--- src/rtl/nbit_serial_subtractor_pkg.sv ---
// Shared definitions for the serial subtractor slice.
// Holds the controller state encoding together with the single-bit
// arithmetic primitives (full adder / full subtractor equations) used
// across the arithmetic blocks of this codebase.
// No ports: this file is a package only.
package nbit_serial_subtractor_pkg;

    // Controller states of the serial subtractor, two-bit encoding.
    typedef enum logic [1:0] {
        IDLE  = 2'd0,
        SHIFT = 2'd1,
        DONE  = 2'd2
    } state_t;

    // Full adder sum bit.
    function automatic logic fa_sum(input logic a, input logic b, input logic cin);
        return a ^ b ^ cin;
    endfunction

    // Full adder carry out.
    function automatic logic fa_carry(input logic a, input logic b, input logic cin);
        return (a & b) | ((a ^ b) & cin);
    endfunction

    // Full subtractor difference bit (a - b - bin).
    function automatic logic fs_diff(input logic a, input logic b, input logic bin);
        return a ^ b ^ bin;
    endfunction

    // Full subtractor borrow out: borrow when b exceeds a, or when they
    // are equal and a borrow is already pending.
    function automatic logic fs_borrow(input logic a, input logic b, input logic bin);
        return (~a & b) | (~(a ^ b) & bin);
    endfunction

endpackage

--- src/rtl/nbit_serial_subtractor_full_subtractor.sv ---
// One-bit full subtractor, the per-bit cell of the serial subtractor.
// Mirrors the structure of full_adder: pure combinational gates.
// Ports:
//   A    - minuend bit
//   B    - subtrahend bit
//   Bin  - incoming borrow
//   D    - difference bit
//   Bout - outgoing borrow
module full_subtractor (
    input  logic A,
    input  logic B,
    input  logic Bin,
    output logic D,
    output logic Bout
);

    assign D    = A ^ B ^ Bin;
    assign Bout = (~A & B) | (~(A ^ B) & Bin);

endmodule

--- src/rtl/nbit_serial_subtractor.sv ---
// Bit-serial unsigned subtractor computing a - b over N clock cycles,
// LSB first, with optional clamping of an underflowed result to zero.
// Ports:
//   clk        - clock, all state changes on the rising edge
//   rst_n      - synchronous active-low reset
//   start      - request an operation; honoured only when not shifting
//   a, b       - N-bit unsigned minuend / subtrahend, captured on start
//   busy       - high while bits are being processed
//   done       - one-cycle pulse when diff/borrow_out are valid
//   diff       - result (clamped to zero on underflow when SATURATE=1)
//   borrow_out - final borrow, 1 when a < b
module nbit_serial_subtractor
    import nbit_serial_subtractor_pkg::*;
#(
    parameter int N        = 4,
    parameter int SATURATE = 1
) (
    input  logic         clk,
    input  logic         rst_n,
    input  logic         start,
    input  logic [N-1:0] a,
    input  logic [N-1:0] b,
    output logic         busy,
    output logic         done,
    output logic [N-1:0] diff,
    output logic         borrow_out
);

    localparam int           CW   = $clog2(N + 1);
    localparam logic [CW-1:0] LAST = CW'(N - 1);

    state_t         state_q, state_d;
    logic [N-1:0]   a_q, a_d;
    logic [N-1:0]   b_q, b_d;
    logic [N-1:0]   res_q, res_d;
    logic [CW-1:0]  cnt_q, cnt_d;
    logic           br_q, br_d;
    logic [N-1:0]   diff_q, diff_d;
    logic           borrow_q, borrow_d;

    logic           d_bit;
    logic           bout_bit;
    logic [N-1:0]   res_shift;

    full_subtractor u_fs (
        .A    (a_q[0]),
        .B    (b_q[0]),
        .Bin  (br_q),
        .D    (d_bit),
        .Bout (bout_bit)
    );

    // New bit enters from the MSB side; the oldest bit falls off the LSB.
    assign res_shift = N'({d_bit, res_q} >> 1);

    always_comb begin
        state_d  = state_q;
        a_d      = a_q;
        b_d      = b_q;
        res_d    = res_q;
        cnt_d    = cnt_q;
        br_d     = br_q;
        diff_d   = diff_q;
        borrow_d = borrow_q;

        case (state_q)
            IDLE, DONE: begin
                state_d = IDLE;
                if (start) begin
                    a_d      = a;
                    b_d      = b;
                    res_d    = '0;
                    cnt_d    = '0;
                    br_d     = 1'b0;
                    diff_d   = '0;
                    borrow_d = 1'b0;
                    state_d  = SHIFT;
                end
            end
            SHIFT: begin
                a_d   = a_q >> 1;
                b_d   = b_q >> 1;
                res_d = res_shift;
                br_d  = bout_bit;
                cnt_d = cnt_q + 1'b1;
                if (cnt_q == LAST) begin
                    diff_d   = ((SATURATE != 0) && bout_bit) ? '0 : res_shift;
                    borrow_d = bout_bit;
                    state_d  = DONE;
                end
            end
            default: state_d = IDLE;
        endcase
    end

    // Reset wins over everything, so a start seen alongside reset is dropped
    // and an in-flight operation is abandoned without a done pulse.
    always_ff @(posedge clk) begin
        if (!rst_n) begin
            state_q  <= IDLE;
            a_q      <= '0;
            b_q      <= '0;
            res_q    <= '0;
            cnt_q    <= '0;
            br_q     <= 1'b0;
            diff_q   <= '0;
            borrow_q <= 1'b0;
        end else begin
            state_q  <= state_d;
            a_q      <= a_d;
            b_q      <= b_d;
            res_q    <= res_d;
            cnt_q    <= cnt_d;
            br_q     <= br_d;
            diff_q   <= diff_d;
            borrow_q <= borrow_d;
        end
    end

    assign busy       = (state_q == SHIFT);
    assign done       = (state_q == DONE);
    assign diff       = diff_q;
    assign borrow_out = borrow_q;

endmodule

--- config.mk ---
export PLATFORM = sky130hd
export DESIGN_NAME = nbit_serial_subtractor
export DESIGN_NICKNAME = d
export VERILOG_FILES = /design/src/rtl/nbit_serial_subtractor_pkg.sv /design/src/rtl/nbit_serial_subtractor_full_subtractor.sv /design/src/rtl/nbit_serial_subtractor.sv
export SDC_FILE = /design/constraint.sdc
export NUM_CORES = 1
export LEC_CHECK = 0
export BUFFER_PORTS_ARGS = -buffer_cell sky130_fd_sc_hd__buf_2
export CAP_MARGIN = 5
export CELL_PAD_IN_SITES_DETAIL_PLACEMENT = 0
export CELL_PAD_IN_SITES_GLOBAL_PLACEMENT = 1
export CORE_MARGIN = 2
export CORE_UTILIZATION = 39
export DETAILED_ROUTE_END_ITERATION = 8
export PLACE_DENSITY_LB_ADDON = 0.1
export SETUP_SLACK_MARGIN = 0.2
export SYNTH_ARGS = -nofsm -noshare
export SYNTH_HDL_FRONTEND = slang
export SYNTH_HIERARCHICAL = 1
export SYNTH_SLANG_ARGS = --single-unit
export TNS_END_PERCENT = 10
--- constraint.sdc ---
create_clock -name clk -period 1.5 [get_ports clk]
set_clock_uncertainty 0.05 [all_clocks]
set_input_delay 0.3 -clock clk [delete_from_list [all_inputs] [get_ports clk]]
set_output_delay 0.3 -clock clk [all_outputs]
set_load 0.02 [all_outputs]
Word level (Yosys, flattened, before mapping)
Cells that the tools add are included.
- flip-flop bits (word level): 23
- logic and storage cells: 44
- add/sub/neg operators: 1
- eq/ne operators: 5
- muxes and demuxes: 18
- bitwise operators: 7
- reductions and logical operators: 5
- operators with widths (cell ; number):
    $pmux 4 s2 ; 4
    $mux 4 ; 5
    $pmux 3 s2 ; 1
    $pmux 1 s2 ; 2
    $pmux 2 s2 ; 1
    $add 3x1->3 const B ; 1
    $eq 3x2->1 const B ; 1
    $mux 1 ; 3
    $mux 3 ; 1
    $reduce_and 3->1 ; 1
    $and 1x1->1 ; 2
    $eq 2x1->1 const B ; 1
    $eq 2x2->1 const B ; 1
    $logic_not 2->1 ; 1
    $mux 2 ; 1
    $ne 2x1->1 const B ; 1
    $ne 2x2->1 const B ; 1
    $not 1->1 ; 2
    $reduce_and 2->1 ; 1
    $reduce_bool 2->1 ; 1
    $reduce_or 2->1 ; 1
    $xor 1x1->1 ; 2
    $or 1x1->1 ; 1

Depth between registers and ports, before layout
- word-level depth: 7
- depth in mapped cells: 6
- depth with buffers taken out: 5

Cells and area by module
Netlist, hierarchy kept.
- modules (own cells, without submodules) (module ; times used ; cells an instance ; area each (sq um)):
    nbit_serial_subtractor ; 1 ; 109 ; 945.9
    full_subtractor ; 1 ; 4 ; 31.3

Least setup slack after synthesis
No wires, ideal clock.
- kind: reg-to-reg
- from: register cnt_q[0]
- to: register state_q[1]
- setup time: 115 ps
- arrival: 1098 ps
- required time: 1335 ps
- slack: 237 ps
- stages on the path, launching flop included: 6
- clock period less this slack: 1263 ps
- cell sequence: dfxtp_1 ha_1 ha_1 and3b_1 buf_2 and2_1
- word-level cells in the longest chain between the ends: 2
- ends and longest elaborated chain (element ; line ; text):
    from (decl) ; nbit_serial_subtractor.sv:36 ; logic [CW-1:0] cnt_q, cnt_d;
    from (signal assigned) ; nbit_serial_subtractor.sv:113 ; cnt_q <= cnt_d;
    $eq 3x2->1 ; nbit_serial_subtractor.sv:86 ; if (cnt_q == LAST) begin
    $ne 2x1->1 (no source line) ; - ;
    to (signal assigned) ; nbit_serial_subtractor.sv:109 ; state_q <= state_d;
    to (decl) ; nbit_serial_subtractor.sv:32 ; state_t state_q, state_d;
No other way between the ends.
A chain may end at the register's enable or synchronous reset.

Worst setup path in the final report
- from: register state_q[0]
- to: output done
- word-level cells in the longest chain between the ends: 1
- ends and longest elaborated chain (element ; line ; text):
    $eq 2x2->1 ; nbit_serial_subtractor.sv:121 ; assign done = (state_q == DONE);
    to (decl) ; nbit_serial_subtractor.sv:24 ; output logic done,
No other way between the ends.

==> out/metrics.cfg <==
[finish]
stdcell_count = 160
syn_to_final_growth_pct = 16.5
utilization_pct = 46.8
fin_nets = 145
drive_gt1_share_pct = 23.1
num_antenna_cells = 0
final.fill_count = 253

[setup_path]
timing.rr.start = cnt_q[0]
cp.required_ps = 1150
cp-start-kind = flop
crit_arrival_ps = 1010
critPathBufInv = 1
critPathMaxStageDelay_ps = 400
cp-end-kind = output port
crit_start = state_q[0]
critical_path_class = reg2out
crit_chain = and2b_1 > buf_6
critPathSlowestCell = dfxtp_4
path_delay_family = flip-flops
crit_fanout = 6

[route]
viasPerCell = 4.98
drt_first_iter_violations = 7
drcViolationCount = 0
ant_nets = 0
vias = 797
drt_pass1_iterations = 2
wirelength_um = 1850
wl_per_cell_um = 11.6

[floorplanning]
die-area_um2 = 2920
start_util_pct = 40.2
placementRows = 18
io_pins = 18
die_x_um = 54.1
die_h_um = 54.1
core_area_um2 = 2430

[timing]
worst_pin_slew_ps = 324
holdWs_ps = 164
slew_headroom_pct = 78.4
drv_slew = 0
fmax_ghz = 0.733
finalSetupViolations = 0
rsz0062_at_grt = true
hold_violations = 0
min_period_over_period_pct = 90.9
fin_tns_setup_ps = 0
period_minus_slack_ps = 1360

[synthesis]
netlist_top_cells_count = 22 x dfxtp_1, 20 x nand2_1, 12 x nand3_1, 9 x a21boi_1, 7 x o21ai_0
yosysSeqAreaShare_pct = 45.1
synth_warnings = 6
yosys-top-cells-area = dfxtp_1 45%, nand2_1 7.7%, a21boi_1 6.9%
synth_fp_nets = 127
synth_flop_cell = dfxtp_1
avgSynthCellArea_um2 = 8.65
yosysTopAreaCell = dfxtp_1
synth_edf_count = 0
yosys_register_bits = 22
syn-cell-area_um2 = 977
synth_top_area_share_pct = 45.1
yosysMostFrequentCell = dfxtp_1
synthDistinctLibCells = 26
postSynthCellCount = 113
ys_async_sr_fraction_pct = 0

[placed_design]
placed_cells = 155
io_buffers = 17
hpwl_um = 1280
globalplace.congestion = 0.658

[clocking]
root_buffer = clkbuf_4
cts_tree = built
clock_path_buffers = 2
cts-buffers-inserted = 3
insertion_delay_ps = 310
clk_pin_slew_ps = 120
clock_sinks = 22
htree_levels = 1
ctsHoldBuffers = 0

[pwr]
p_per_area_nw_per_um2 = 980
p_leak_nw = 0.463
ir_drop_uv = 500

[global_routing]
antenna_found_initial = 0
grt_overflow = 0
grt_pass1_vias = 762
grt_start_max_net_pins = 23
grt_first_pass_wirelength_um = 3190
track_usage_pct = 15.0

[worst_hold_path]
worstHoldStart = b[3]
hold_class = in2reg

[status]
status = finished clean

[job]
drv_cap = 0

sequential cells by signal, summed over array words and instances (netlist names):
name / flops
a_q: 4
res_q: 3
cnt_q: 3
b_q: 4
br_q: 1
state_q: 2
diff: 4
borrow_out: 1
worst paths after layout:
kind | to | depth (start not counted) | slack [ps]
min reg2reg | diff[1] | 2 | 420
min | b_q[3] | 3 | 160
max | done | 2 | 140
max reg2reg | diff[0] | 5 | 210
repair_timing:
item | in CTS | in global routing
gates resized for setup | 8 | 0
setup buffers | 1 | 0
endpoints found under the setup margin | 2 | 11
hold endpoints to repair | 0 | 0
final cells by class:
cell class | instances | area [µm²] | area share [%]
multi-input combinational | 78 | 477 | 41.9
sequential | 22 | 445 | 39.1
timing repair buffer | 21 | 124 | 10.9
tap | 30 | 37.5 | 3.30
clock buffer | 4 | 36.3 | 3.19
inverter | 5 | 18.8 | 1.65
per-stage QoR:
step / worst slack [ps] / area [µm²] / total power, mW
2_1_floorplan: 237 / 977 / 0.746
3_3_place_gp: 227 / 1080 / 0.786
3_5_place_dp: 231 / 1080 / 0.788
4_1_cts: 116 / 1140 / 1.13
5_1_grt: 87.1 / 1140 / 1.17
6_report: 136 / 1140 / 1.12
worst register-to-register path: cells and delay by family (launching register included):
family                   cells  cell delay [ps]
AND/OR/NAND/NOR              2              370
flip-flops                   1              370
AO/OA/AOI/OAI                1              120
adder cells (fa/ha/maj)      2              320
where the power goes:
group	total [mW]	internal, mW	switching (mW)
registers	0.630	0.612	0.0181
clock network	0.336	0.148	0.188
logic	0.150	0.0662	0.0835
cells in the final DEF (no fill, tap or decap), types with 3 or more instances in the layout:
cell,instances
nand2_1,20
dfxtp_1,20
buf_2,15
nand3_1,12
a21boi_1,9
o21ai_0,7
a31oi_1,6
nand3b_1,5
buf_4,5
inv_1,4
a21boi_0,3
clkbuf_4,3
cells by family (layout without fill, tap and decap cells):
family,Yosys count,after routing,share of synthesized area [%]
fa+ha+maj,3,3,4.61
flops,22,22,45.1
simple gates,48,48,25.5
compound gates,27,27,18.2
buf+inv,13,30,6.66
layer usage:
layer  vias up  share of wire, %  track usage, %
met3         2               3.9            2.50
met2        14                47            25.4
met1       363                49            18.8
met4         0              0.81            6.25
met5         -                 0               0
li1        418                 -               -
No activity file was read; power rests on OpenSTA's default activity.
